$ cat config.mk
export PLATFORM = sky130hd
export DESIGN_NAME = uart_rx_flat
export DESIGN_NICKNAME = d
export VERILOG_FILES = /design/src/rtl/uart_rx_if.sv /design/src/rtl/uart_rx.sv /design/src/flat_wrapper.sv
export SDC_FILE = /design/constraint.sdc
export NUM_CORES = 1
export LEC_CHECK = 0
export ABC_AREA = 1
export BUFFER_PORTS_ARGS = -buffer_cell sky130_fd_sc_hd__buf_4
export CAP_MARGIN = 20
export CORE_ASPECT_RATIO = 0.6
export CORE_MARGIN = 2
export CORE_UTILIZATION = 30
export CTS_BUF_LIST = sky130_fd_sc_hd__clkbuf_4 sky130_fd_sc_hd__clkbuf_8
export DETAILED_ROUTE_END_ITERATION = 12
export RECOVER_POWER = 100
export SYNTH_ARGS = -nofsm -noshare
export SYNTH_HDL_FRONTEND = slang
export SYNTH_SLANG_ARGS = --single-unit
$ cat constraint.sdc
create_clock -name clk -period 2.95 [get_ports clk]
set_input_delay 0.4425 -clock clk [delete_from_list [all_inputs] [get_ports clk]]
set_output_delay 0.4425 -clock clk [all_outputs]
set_load 0.03 [all_outputs]
$ cat src/rtl/uart_rx_if.sv
// Output side of uart_rx: a one-entry valid/ready word register plus framing/overrun pulses.
// The receiver drives the master modport; the consumer of received words uses the slave modport.
interface uart_rx_if #(
    parameter int DATA_WIDTH = 8
);
    logic [DATA_WIDTH-1:0] data;
    logic                  valid;
    logic                  ready;
    logic                  frame_err;
    logic                  overrun;

    modport master (
        output data,
        output valid,
        output frame_err,
        output overrun,
        input  ready
    );

    modport slave (
        input  data,
        input  valid,
        input  frame_err,
        input  overrun,
        output ready
    );
endinterface

$ cat src/rtl/uart_rx.sv
// 8N1 UART receiver: 2-flop line synchronizer, mid-bit sampling, start/stop validation,
// one-entry valid/ready output register, and single-cycle framing-error and overrun pulses.
module uart_rx #(
    parameter int DATA_WIDTH = 8,
    parameter int BAUD_RATE  = 115200,
    parameter int CLK_FREQ   = 100_000_000
) (
    input  logic      clk,
    input  logic      rstn,
    input  logic      rx_sig,
    uart_rx_if.master rx_out
);
    localparam int PULSE_WIDTH      = CLK_FREQ / BAUD_RATE;
    localparam int HALF_PULSE_WIDTH = PULSE_WIDTH / 2;
    localparam int CNT_W            = $clog2(PULSE_WIDTH) + 1;
    localparam int BIT_W            = $clog2(DATA_WIDTH) + 1;

    localparam logic [CNT_W-1:0] FULL_LOAD = CNT_W'(PULSE_WIDTH - 1);
    localparam logic [CNT_W-1:0] HALF_LOAD = CNT_W'(HALF_PULSE_WIDTH - 1);
    localparam logic [BIT_W-1:0] LAST_BIT  = BIT_W'(DATA_WIDTH - 1);

    typedef enum logic [2:0] {
        S_IDLE  = 3'd0,
        S_START = 3'd1,
        S_DATA  = 3'd2,
        S_STOP  = 3'd3,
        S_BREAK = 3'd4
    } state_t;

    state_t                state;
    logic                  rx_meta;
    logic                  rx_s;
    logic [CNT_W-1:0]      clk_cnt;
    logic [BIT_W-1:0]      bit_cnt;
    logic [DATA_WIDTH-1:0] shift_q;

    always_ff @(posedge clk) begin
        if (!rstn) begin
            rx_meta          <= 1'b1;
            rx_s             <= 1'b1;
            state            <= S_IDLE;
            clk_cnt          <= '0;
            bit_cnt          <= '0;
            shift_q          <= '0;
            rx_out.data      <= '0;
            rx_out.valid     <= 1'b0;
            rx_out.frame_err <= 1'b0;
            rx_out.overrun   <= 1'b0;
        end else begin
            rx_meta          <= rx_sig;
            rx_s             <= rx_meta;
            rx_out.frame_err <= 1'b0;
            rx_out.overrun   <= 1'b0;

            // NOTE: non-blocking updates let the stop-bit load further down override this
            // handshake clear, so an accept and a new load in the same cycle keep valid high.
            if (rx_out.valid && rx_out.ready) begin
                rx_out.valid <= 1'b0;
            end

            case (state)
                S_IDLE: begin
                    if (!rx_s) begin
                        state   <= S_START;
                        clk_cnt <= HALF_LOAD;
                    end
                end

                // Re-check the line half a bit later; a short low pulse is ignored silently.
                S_START: begin
                    if (clk_cnt != '0) begin
                        clk_cnt <= clk_cnt - 1'b1;
                    end else if (!rx_s) begin
                        state   <= S_DATA;
                        clk_cnt <= FULL_LOAD;
                        bit_cnt <= '0;
                    end else begin
                        state   <= S_IDLE;
                    end
                end

                S_DATA: begin
                    if (clk_cnt != '0) begin
                        clk_cnt <= clk_cnt - 1'b1;
                    end else begin
                        shift_q <= {rx_s, shift_q[DATA_WIDTH-1:1]};
                        clk_cnt <= FULL_LOAD;
                        bit_cnt <= bit_cnt + 1'b1;
                        if (bit_cnt == LAST_BIT) begin
                            state <= S_STOP;
                        end
                    end
                end

                S_STOP: begin
                    if (clk_cnt != '0) begin
                        clk_cnt <= clk_cnt - 1'b1;
                    end else if (rx_s) begin
                        if (!rx_out.valid || rx_out.ready) begin
                            rx_out.data  <= shift_q;
                            rx_out.valid <= 1'b1;
                        end else begin
                            rx_out.overrun <= 1'b1;
                        end
                        state <= S_IDLE;
                    end else begin
                        rx_out.frame_err <= 1'b1;
                        state            <= S_BREAK;
                    end
                end

                // A line held low after a bad stop bit must go high before a new start is accepted.
                S_BREAK: begin
                    if (rx_s) begin
                        state <= S_IDLE;
                    end
                end

                default: begin
                    state <= S_IDLE;
                end
            endcase
        end
    end

    // A held word never changes or disappears until the consumer takes it.
    property p_data_held;
        @(posedge clk) disable iff (!rstn)
            (rx_out.valid && !rx_out.ready) |=> (rx_out.valid && $stable(rx_out.data));
    endproperty
    a_data_held: assert property (p_data_held);

    a_pulses_exclusive: assert property (
        @(posedge clk) disable iff (!rstn) !(rx_out.frame_err && rx_out.overrun)
    );
endmodule

$ cat src/flat_wrapper.sv
// flat-port wrapper written by rule: the top's interface ports become plain ports
module uart_rx_flat 
#(
    parameter int DATA_WIDTH = 8,
    parameter int BAUD_RATE  = 115200,
    parameter int CLK_FREQ   = 100_000_000
)
  (clk, rstn, rx_sig, rx_out_data, rx_out_valid, rx_out_frame_err, rx_out_overrun, rx_out_ready);
  uart_rx_if #(.DATA_WIDTH(DATA_WIDTH)) rx_out_i ();
  input  logic clk;
  input  logic rstn;
  input  logic rx_sig;
  output wire logic [$bits(rx_out_i.data)-1:0] rx_out_data;
  output wire logic [$bits(rx_out_i.valid)-1:0] rx_out_valid;
  output wire logic [$bits(rx_out_i.frame_err)-1:0] rx_out_frame_err;
  output wire logic [$bits(rx_out_i.overrun)-1:0] rx_out_overrun;
  input wire logic [$bits(rx_out_i.ready)-1:0] rx_out_ready;
  assign rx_out_data = rx_out_i.data;
  assign rx_out_valid = rx_out_i.valid;
  assign rx_out_frame_err = rx_out_i.frame_err;
  assign rx_out_overrun = rx_out_i.overrun;
  assign rx_out_i.ready = rx_out_ready;
  uart_rx #(.DATA_WIDTH(DATA_WIDTH), .BAUD_RATE(BAUD_RATE), .CLK_FREQ(CLK_FREQ)) u_core (.clk(clk), .rstn(rstn), .rx_sig(rx_sig), .rx_out(rx_out_i));
endmodule
After elaboration in Yosys (flattened, before gate mapping)
Index checks and enable logic that the tools add are counted.
Widths: inputs -> output; s select.

storage, ports and cells
  output and inout port bits = 11
  flip-flop bits (word level) = 39

operators by class
  equality and inequality tests = 14
  reductions and logical operators = 14
  multiplexer cells = 26
  bitwise gates (word level) = 4
  $add $sub $neg = 2

operators by type and width
  cell                   number
  $mux 11                5
  $pmux 11 s4            1
  $mux 3                 7
  $pmux 3 s5             1
  $mux 4                 3
  $reduce_and 4->1       3
  $reduce_bool 11->1     1
  $sub 11x1->11 const B  1
  $ne 2x2->1 const B     5
  $pmux 4 s2             1
  $mux 1                 7
  $eq 3x2->1 const B     2
  $ne 2x1->1 const B     3
  $reduce_and 6->1       1
  $add 4x1->4 const B    1
  $eq 4x3->1 const B     1
  $not 1->1              4
  $reduce_bool 4->1      1
  $reduce_or 4->1        1
  $eq 3x1->1 const B     1
  $eq 3x3->1 const B     1
  $logic_not 3->1        1
  $ne 3x3->1 const B     1
  $reduce_or 3->1        1
  6 further kinds        6

Longest topological paths before layout
  word-level depth = 6
  depth in mapped cells = 11
  mapped depth without buffers = 11

Least setup slack after synthesis
Ideal clock, no wire load.

  kind = register to register
  start point = register u_core.clk_cnt[0]
  end point = register u_core.clk_cnt[7]
  slack = 1.481 ns
  library setup time = 0.117 ns
  required time = 2.833 ns
  arrival = 1.352 ns
  stages on the path, launching flop included = 12
  cell sequence = dfxtp_1 > inv_1 > ha_1 > inv_1 > nor2_1 > nand2_1 > nor2_4 > nand2_1 > nand2_1 > nor2_1 > nor2_1 > nor2_1

between the ends
  word-level cells in the longest chain between the ends = 3

RTL lines
  element                                                     RTL line       RTL
  start: declaration                                          uart_rx.sv:33  logic [CNT_W-1:0] clk_cnt;
  start signal: assignment                                    uart_rx.sv:72  clk_cnt <= clk_cnt - 1'b1;
  start signal: assignment                                    uart_rx.sv:84  clk_cnt <= clk_cnt - 1'b1;
  start signal: assignment                                    uart_rx.sv:97  clk_cnt <= clk_cnt - 1'b1;
  $sub 11x1->11 / $reduce_bool 11->1 (equally long branches)  n/a
  $mux 11 (tied with other cells)                             uart_rx.sv:96  if (clk_cnt != '0) begin
  $pmux 11 s4 / $reduce_and 4->1 (equally long branches)      n/a

Parallel ways exist; a longest one is shown, timed or not. The select of a mux whose other input is x is not followed.
A chain may end at the register's enable or synchronous reset.

Final worst setup path
  start point = register u_core.clk_cnt[0]
  end point = register u_core.bit_cnt[3]

between the ends
  word-level cells in the longest chain between the ends = 3

RTL lines
  element                       RTL line                      RTL
  $reduce_bool 11->1 *          uart_rx.sv:71, uart_rx.sv:83
  $ne 2x2->1 (no line)          n/a
  $reduce_and 4->1 (no line) *  n/a
  end signal: assignment        uart_rx.sv:88                 bit_cnt <= bit_cnt + 1'b1;
  end: declaration              uart_rx.sv:34                 logic [BIT_W-1:0] bit_cnt;

Every way passes the cells marked *; elsewhere a longest branch is shown, timed or not.

==> run metrics <==
IO Port Bufs 14; synthesis-to-layout area growth 11.3%; Initial Util between 30 and 40%; Slew headroom between 10% and 20%; most frequent CP cell inv_1; CTS tree yes; Post-Syn Area between 2000 and 2500 um2; H-tree depth 2; slowest stage delay, CP roughly 0.42 ns; vias post-DR between 1.5k and 2k; Reg-to-Reg End u_core.bit_cnt[3]; critical path class reg -> reg; Hold Crit Endpoint u_core.rx_meta; Post-Layout Inst Area 2240 um2; CTS max path bufs 2; number of global-route vias before repair 1,577; worst reg2reg setup slack 0.87 ns; Syn Area/Cell around 7.3 um2; shortest period the worst path allows roughly 2.1 ns; Yosys warning count 0; P_leak 0.000954 uW; # rows 23; post-DR vias/cell 4.66; Placement Cell Area 2170 um2; register bit total from synthesis 39; Post-DRT Antenna Nets 0; Hold Violations, Final 0; gr ovfl total 0; Final setup viols 0; Remaining DRCs 0; post-DR wirelength/cell roughly 12 um; Least-Margin Pin Slew around 1.2 ns; worst hold start rx_sig; unrepaired setup endpoints after global routing false; layout cell share with drive strength beyond 1 11.0%; Die H slightly below 70 um; n_diodes 0; Hold Buf Count CTS 0; Pins Over Slew Limit 0; min-delay worst type in -> reg; R2R cell count 11; Die W between 100 and 150 um; GR Util All Layers between 10 and 15%; Pwr per Cell Area around 770 nW/um2; Netlist cell types 31; DP Wirelength between 3000 and 4000 um; Data arrival, critical path approximately 2.2 ns; Root Buffer clkbuf_8; CP Launch Type register; drt pass-1 iters 4; Max-cap violations 0; Data required, critical path about 3.1 ns; VDD IR max between 0.2 and 0.3 mV; post-synthesis sequential area ratio between 30 and 40%; commonest non-fill, non-tap cell in the layout nand2_1; hold depth 2; Final GP Congestion ~0.87; cells after synthesis around 280; clock sink count 39; area of the core 6590 um2; CTS Buf Count 5; period utilisation layout a little over two thirds; number of DRC markers in iteration 0 roughly 110; reg2reg start u_core.clk_cnt[0]; Worst-Skew Late Latency between 0.2 and 0.3 ns; Die Area between 7000 and 8000 um2; setup repair bufs after CTS 0; global-route wire length before repair ~8000 um; initial antenna violation count 0; CP Capture Type register; Nets ~300; Max Freq approximately 480 MHz; skew final between 0.006 and 0.007 ns; CP max FO 6; status finished clean; IO Count 15; Max stage delay cell, worst path nor2_1; most frequent cells in the layout 50 x nand2_1, 44 x nor2_1, 39 x dfxtp_1; largest net degree at the start of global routing 31; TNS Setup 0 ns; post-CTS resize count 0; final wirelength roughly 4500 um; critical-path cell list inv_1, ha_1, inv_1, nor2_1, nand2_1, nor2_1, o21ai_0, inv_1, o21ai_2, nand2_1, a21oi_1; Worst-path clk slew around 0.08 ns; Mapped Nets about 280
[Yosys cell counts]
library cell  instances  share of area [%]
nand2_1              49                9.1
nor2_1               43                8.0
dfxtp_1              39                 39
inv_1                31                5.8
nand3_1              18                4.5
a21oi_1              13                3.2
a211oi_1             11                4.1
nor3_1                6                1.5
o21ai_0               6                1.5
a211oi_2              5                3.1
clkbuf_1              5               0.93
nand4_1               5                1.6
nor2_2                5                1.6
o21ai_1               5                1.2
xor2_1                4                1.7
buf_6                 3                1.7
ha_1                  3                1.9
inv_2                 3               0.56
nand2_2               3               0.93
nand3_2               3                1.5
nor2_4                3                1.7
or2_2                 3               0.93
and3_1                1               0.31
nand2_4               1               0.56
nand3b_1              1               0.37
nor2_8                1                1.0
o211ai_1              1               0.37
o21ai_2               1               0.44
o21bai_1              1               0.37
or2_0                 1               0.31
xnor2_1               1               0.44
[critical path: cells and delay by family (launching register included)]
family | cells | cell delay [ns]
and+or+nand+nor | 4 | 0.66
DFF | 1 | 0.33
buffers and inverters | 3 | 0.31
AOI/OAI and AO/OA | 3 | 0.43
adders and majority gates | 1 | 0.17
[worst max-delay path by stage]
| stage | from | end | slack, ns | cells after the start |
|---|---|---|---|---|
| global placement | rstn | u_core.rx_out.valid | 1.22 | 3 |
| floorplan | u_core.clk_cnt[0] | u_core.clk_cnt[7] | 1.48 | 11 |
| detailed placement | rstn | u_core.rx_out.valid | 1.19 | 3 |
| global route | u_core.clk_cnt[0] | u_core.bit_cnt[2] | 0.60 | 11 |
| CTS | u_core.clk_cnt[0] | u_core.clk_cnt[7] | 1.22 | 10 |
| finish | u_core.clk_cnt[0] | u_core.bit_cnt[3] | 0.87 | 11 |
[flip-flops by register name, summed over array words and instances (netlist names)]
name                     flops
u_core.bit_cnt               4
u_core.clk_cnt              11
u_core.rx_meta               1
u_core.rx_out.data           8
u_core.rx_out.frame_err      1
u_core.rx_out.overrun        1
u_core.rx_out.valid          1
u_core.rx_s                  1
u_core.shift_q               8
u_core.state                 3
[routing by layer]
metal	GRT usage, %	wire [um]	up-vias
li1	-	-	929
met4	2.85	12	0
met3	2.99	285	2
met2	17.8	1620	38
met1	21.6	2540	786
met5	0	0	-
[metrics by stage]
| stage | hold WS, ns | utilization, % | cells | total power (uW) | worst slack, ns |
|---|---|---|---|---|---|
| after global placement | 0.403 | 33.0 | 368 | 1210 | 1.22 |
| after detailed placement | 0.404 | 33.0 | 368 | 1210 | 1.19 |
| after CTS | 0.326 | 35.0 | 376 | 1740 | 1.22 |
| after floorplan | 0.393 | - | 275 | 1090 | 1.48 |
| after global routing | 0.337 | 34.0 | 377 | 1850 | 0.599 |
| final | 0.329 | 34.0 | 377 | 1720 | 0.872 |
[report_power, final]
part | switching (uW) | total (uW) | internal (uW)
combinational | 405 | 587 | 182
sequential | 43.5 | 604 | 561
clock | 194 | 531 | 337
[final cells by class]
type / count / area [um2]
clock buffer: 5 / 68.8
clock inverter: 3 / 67.6
fill: 698 / 4350
inverter: 34 / 128
multi-input combinational: 194 / 1020
sequential: 39 / 781
tap: 87 / 109
timing repair buffer: 15 / 63.8
[kinds of logic after synthesis]
family                   after synthesis  synth area share [%]
AO/OA/AOI/OAI                         43                  14.4
flip-flops                            39                  38.8
buffers and inverters                 42                  8.96
AND/OR/NAND/NOR                      143                  33.8
XOR/XNOR                               5                  2.18
adder cells (fa/ha/maj)                3                  1.87
Power figures use the tool's default switching activity.
